<file path="src/rtl/demux_1_3_rr_dispatcher.sv">
// Valid/ready distributor: steers each input beat into one of three
// one-entry output buffers, by round-robin pointer or external select.
module demux_1_3_rr_dispatcher #(
    parameter int WIDTH = 3,
    parameter int CNT_W = 8
) (
    input  logic             clk,
    input  logic             rst,
    input  logic             mode,
    input  logic [1:0]       sel_in,
    input  logic             in_valid,
    input  logic [WIDTH-1:0] in_data,
    output logic             in_ready,
    output logic [WIDTH-1:0] dout0,
    output logic [WIDTH-1:0] dout1,
    output logic [WIDTH-1:0] dout2,
    output logic [2:0]       out_valid,
    input  logic [2:0]       out_ready,
    output logic [1:0]       sel,
    output logic [CNT_W-1:0] beat_cnt
);

    logic [1:0]       ptr;
    logic [WIDTH-1:0] buf_q [3];
    logic [2:0]       free;
    logic             accept;

    always_comb begin
        sel = mode ? sel_in : ptr;
    end

    // A buffer draining this cycle can take a new beat at the same edge.
    assign free = ~out_valid | out_ready;

    always_comb begin
        in_ready = 1'b0;
        case (sel)
            2'd0:    in_ready = free[0];
            2'd1:    in_ready = free[1];
            2'd2:    in_ready = free[2];
            default: in_ready = 1'b0;
        endcase
    end

    assign accept = in_valid & in_ready;

    always_ff @(posedge clk or posedge rst) begin
        if (rst) begin
            ptr       <= 2'd0;
            out_valid <= 3'b000;
            beat_cnt  <= '0;
            for (int k = 0; k < 3; k++) begin
                buf_q[k] <= '0;
            end
        end else begin
            for (int k = 0; k < 3; k++) begin
                if (accept && sel == 2'(k)) begin
                    buf_q[k]     <= in_data;
                    out_valid[k] <= 1'b1;
                end else if (out_ready[k]) begin
                    out_valid[k] <= 1'b0;
                end
            end
            if (accept) begin
                beat_cnt <= beat_cnt + {{(CNT_W-1){1'b0}}, 1'b1};
            end
            // Fixed-target mode leaves the round-robin position untouched.
            if (accept && !mode) begin
                ptr <= (ptr == 2'd2) ? 2'd0 : ptr + 2'd1;
            end
        end
    end

    assign dout0 = buf_q[0];
    assign dout1 = buf_q[1];
    assign dout2 = buf_q[2];

endmodule
</file>
<file path="config.mk">
export PLATFORM = sky130hd
export DESIGN_NAME = demux_1_3_rr_dispatcher
export DESIGN_NICKNAME = d
export VERILOG_FILES = /design/src/rtl/demux_1_3_rr_dispatcher.sv
export SDC_FILE = /design/constraint.sdc
export NUM_CORES = 1
export LEC_CHECK = 0
export BUFFER_PORTS_ARGS = -buffer_cell sky130_fd_sc_hd__buf_4
export CORE_ASPECT_RATIO = 2
export CORE_UTILIZATION = 30
export CTS_CLUSTER_DIAMETER = 50
export CTS_CLUSTER_SIZE = 12
export DETAILED_ROUTE_END_ITERATION = 10
export GPL_TIMING_DRIVEN = 0
export REMOVE_ABC_BUFFERS = 1
export SYNTH_ARGS = -nofsm -noshare
export SYNTH_HDL_FRONTEND = slang
export SYNTH_SLANG_ARGS = --single-unit
</file>
<file path="constraint.sdc">
create_clock -name clk -period 3.9 [get_ports clk]
set_clock_uncertainty 0.1 [all_clocks]
set_input_delay 0 -clock clk [delete_from_list [all_inputs] [get_ports clk]]
set_output_delay 0 -clock clk [all_outputs]
set_load 0.05 [all_outputs]
</file>
== Word level (Yosys, flattened, before mapping) ==
Index checks and enable logic that the tools add are counted.

* Add/subtract/negate cells: 2
* Equal/unequal tests: 3
* Multiplexer cells: 9
* Bitwise gates (word level): 3
* Reductions and logical operators: 9

{| class="wikitable"
|+ Operators with widths
! operator !! number
|-
| adder 8 x 1 -> 8 bit (second input constant) || 1
|-
| two-way mux 1 bit || 6
|-
| nonzero test 2 bit || 3
|-
| == test 2 bit (second input constant) || 2
|-
| logical AND 1 bit || 4
|-
| two-way mux 2 bit || 2
|-
| inverter 3 bit || 1
|-
| OR 3 bit || 1
|-
| one-hot mux 1 bit (3 select lines) || 1
|-
| adder 2 x 1 -> 2 bit (second input constant) || 1
|-
| == test 2 x 1 -> 1 bit (second input constant) || 1
|-
| zero test 2 bit || 1
|-
| bitwise AND 1 bit || 1
|-
| zero test 1 bit || 1
|}

* Flip-flop bits (word level): 22
* Input bits: 12
* Output and inout bits: 23
* Logic and storage cells: 34

== Logic depth before layout (Yosys ltp) ==
* Depth after elaboration: 6
* Gate-level depth with buffers: 6
* Mapped depth without buffers: 6

== Worst setup path before layout ==
No wires, ideal clock.

* Path kind: register to register
* Start point: register ptr[0]
* End point: register ptr[1]
* Library setup time: 0.127 ns
* Arrival time: 1.991 ns
* Required time: 3.673 ns
* Slack: 1.681 ns
* Cell stages (with the launch flop): 7
* Path buffers: 0
* Clock period less this slack: 2.219 ns
* Path through: dfrtp_1 > mux2i_2 > inv_2 > mux2i_2 > o21ai_2 > nand3b_1 > mux2_1

* Word-level cells in the longest chain between the ends: 5
* Elaborated cells between the ends (all ways): 10
* Classes of those cells: 1 x add/sub; 3 x eq/ne; 3 x mux; 1 x bitwise; 2 x reduce/logical

{| class="wikitable"
|+ RTL lines
! element !! line !! text
|-
| from (decl) || 23 || <nowiki>logic [1:0] ptr;</nowiki>
|-
| from (signal assigned) || 69 || <nowiki>ptr <= (ptr == 2'd2) ? 2'd0 : ptr + 2'd1;</nowiki>
|-
| two-way mux 2 bit (*) || 29 || <nowiki>sel = mode ? sel_in : ptr;</nowiki>
|-
| named net sel[0] || 19 || <nowiki>output logic [1:0] sel,</nowiki>
|-
| == test 2 bit, or another cell as far along || 37 || <nowiki>case (sel)</nowiki>
|-
| one-hot mux 1 bit (3 select lines) (*) || 37 ||
|-
| named net in_ready || 13 || <nowiki>output logic in_ready,</nowiki>
|-
| bitwise AND 1 bit (*) || 45 || <nowiki>assign accept = in_valid & in_ready;</nowiki>
|-
| logical AND 1 bit (*) || 68 || <nowiki>if (accept && !mode) begin</nowiki>
|}

Mark *: on every way through the listed nets, which the timed path passes. The rest lies on a longest branch.
A chain may end at the register's enable or synchronous reset.

== Worst setup path in the final report ==
* Start point: input mode
* End point: register ptr[1]

* Word-level cells in the longest chain between the ends: 5
* Elaborated cells between the ends (all ways): 8
* Classes of those cells: 2 x eq/ne; 2 x mux; 1 x bitwise; 3 x reduce/logical

{| class="wikitable"
|+ RTL lines
! element !! line !! text
|-
| from (decl) || 9 || <nowiki>input logic mode,</nowiki>
|-
| two-way mux 2 bit || 29 ||
|-
| == test 2 bit, or another cell as far along || 37 ||
|-
| one-hot mux 1 bit (3 select lines) || 37 ||
|-
| bitwise AND 1 bit || 45 ||
|-
| logical AND 1 bit (*) || 68 ||
|}

Mark *: on every way between the ends. The rest lies on a longest branch, timed or not.

==> flow_summary.toml <==
[finish]
num-nets-final = 133
antenna-diode-count = 0
fillers = 303
drive_gt1_share_pct = 44.9
seqCellArea_sq_um = 551
area_delta_synth_final_pct = 42.9
final_area_sq_um = 1380
multi_input_area_sq_um = 400

[setup_path]
timing.rr.start = "ptr[0]"
endpoint_kind = "flip-flop"
crit_path_max_fanout = 4
rr_worst_depth = 6
critPathLaunchType = "primary input"
r2r_setup_slack_ns = 2.05
cp.arrival_ns = 1.95
cp_data_required_time_ns = 3.94
critical_path_class = "primary input to flip-flop"
rr_endpoint = "ptr[1]"

[outcome]
status = "completed"

[yosys]
ys.flop_type = "dfrtp_1"
yosysMostFrequentCell = "dfrtp_1"
synth_cells = 73
synth_edf_count = 0
synth_area_leader_cell = "dfrtp_1"
synth_top_area_share_pct = 57.0
syn_area_sq_um = 966
ys_seq_area_share_pct = 57.0
synth.avg_cell_area_sq_um = 13.2
synthTopCellsByCount = "dfrtp_1 (22), mux2_2 (9), nand4_1 (6), xnor2_1 (6), nand2_1 (5)"
ys_ff_latch = 22
ys_async_sr_fraction_pct = 100
netlist_top_cells_area = "dfrtp_1 (57%), mux2_2 (10%), xnor2_1 (5.4%)"
yosysWarnings = 0
synth.distinct_cells = 22

[timing]
timing.slew.headroom_pct = 46.7
rsz0062_at_grt = "false"
max_freq_mhz = 523
period_needed_ns = 1.91
hold_violations = 0
fin_hold_ws_ns = 0.0279
setup_tns_ns = 0
post-route-period-util_pct = 49.0
maxSlewViolCount = 0
setup_violations = 0
worst_slew_pin_slew_ns = 0.799

[power_and_ir_drop]
peakVddDrop_v = 0.000435
p_per_area_nw_per_um2 = 916
leakage_nw = 0.668

[routing]
viasPerCell = 4.89
drt_iter0_drc = 3
route.detailed.drc = 0
highest_layer = "met4"
wl_met3_um = 92
antenna_left = 0
wl_met1_um = 772
detail_route.first_pass.iterations = 3
drt-wirelength-per-cell_um = 13.8
wl_met2_mm = 1.15
finalWirelength_mm = 2.04
vias = 724

[global_route]
grt_pass1_vias = 760
antenna_found_initial = 0
grt_pass1_wl_mm = 3.46
grt_max_degree = 23
grt_overflow = 0
grt_usage_pct = 13.4

[placement]
place.gp.congestion = 0.789
place_hpwl_mm = 1.51
portBuffers = 34
post_dp_cell_area_sq_um = 1260

[clock_network]
cts-root-buf = "clkbuf_8"
cts_buffers = 3
cts_tree = "done"
path_clk_slew_ns = 0.07
htree_num_levels = 1
clk_latency_ns = 0.25
cts_sinks = 22
clk_path_buf_depth = 2

[job]
cap_violations = 0

[floorplan]
dieWidth_um = 42.1
core_area_sq_um = 3010
io_pins = 35
rows = 28
initial_core_util_pct = 32.1
die_h_um = 82.2
dieArea_sq_um = 3460

[hold_path]
hold_depth = 3
worstHoldStart = "in_valid"
hold_path.class = "primary input to flip-flop"
holdPathEnd = "ptr[1]"
[worst max-delay path, cell delays in order]
cell           delay (ns)
dlygate4sd3_1        0.54
buf_4                0.14
mux2i_2              0.30
inv_2                0.09
mux2i_2              0.34
o21ai_2              0.12
nand3b_1             0.11
mux2_1               0.32
[metrics by stage]
step | instances | total power, mW | util, % | worst slack [ns]
6_report | 148 | 1.26 | 45.8 | 1.99
5_1_grt | 148 | 1.34 | 45.8 | 1.80
4_1_cts | 148 | 1.28 | 45.8 | 2.00
3_5_place_dp | 137 | 1.14 | 41.8 | 2.03
3_3_place_gp | 137 | 1.12 | 41.8 | 2.10
2_1_floorplan | 73 | 0.916 | - | 1.68
[layer usage]
metal	track usage [%]	vias up
met5	0	-
met4	8.75	0
met3	1.74	2
met2	23.3	20
met1	15.2	354
li1	-	348
[what timing repair did]
action | 4_1_cts | 5_1_grt
resized for setup | 0 | 0
setup buffers | 0 | 0
hold endpoints to repair | 35 | 0
hold buffers | 8 | 0
[report_power, final]
group / leakage (nW) / internal, mW / switching [mW]
clock: 0.0216 / 0.0685 / 0.0617
sequential: 0.271 / 0.326 / 0.0839
combinational: 0.375 / 0.243 / 0.481
total: 0.668 / 0.638 / 0.626
[how the worst max path moves through the flow]
stage / startpoint / end / cells past startpoint
2_1_floorplan: ptr[0] / ptr[1] / 6
3_3_place_gp: ptr[0] / ptr[1] / 6
3_5_place_dp: ptr[0] / beat_cnt[1] / 4
4_1_cts: mode / beat_cnt[1] / 6
5_1_grt: mode / beat_cnt[4] / 7
6_report: mode / ptr[1] / 8
[sequential cells by signal (all words and copies together), names as in the netlist]
| signal | count |
|---|---|
| dout2 | 3 |
| out_valid | 3 |
| dout0 | 3 |
| ptr | 2 |
| dout1 | 3 |
| beat_cnt | 8 |
[logic make-up (layout without fill, tap and decap cells)]
logic type	after synthesis	in the layout	share of synthesized area, %
flops	22	22	57.0
simple gates	22	22	13.2
mux	14	14	17.1
xor+xnor	8	8	7.25
buf+inv	4	49	1.55
compound gates	2	2	2.59
fa+ha+maj	1	1	1.30
[cells in the final DEF (no fill, tap or decap)]
cell type	instances
xnor2_1	6
nand3b_1	1
or2b_1	1
nand2b_1	2
nand4_1	6
and4_1	1
ha_1	1
dlygate4sd3_1	8
mux2i_2	2
mux2_1	1
buf_4	34
dfrtp_1	22
mux2i_1	1
xor2_1	2
inv_2	2
nand3_1	4
and3_1	1
inv_1	2
clkbuf_8	3
nand2_1	5
o21ai_4	1
o21ai_2	1
mux2_4	1
nor4b_1	1
mux2_2	9
[final cells by class]
type	instances	area share [%]
well taps	30	2.72
clock buffers	3	2.99
flip-flops and latches	22	39.9
multi-input cells	47	29.0
repair buffers	42	24.3
inverters	4	1.09
Note: power is estimated with default switching activity, not from simulation.
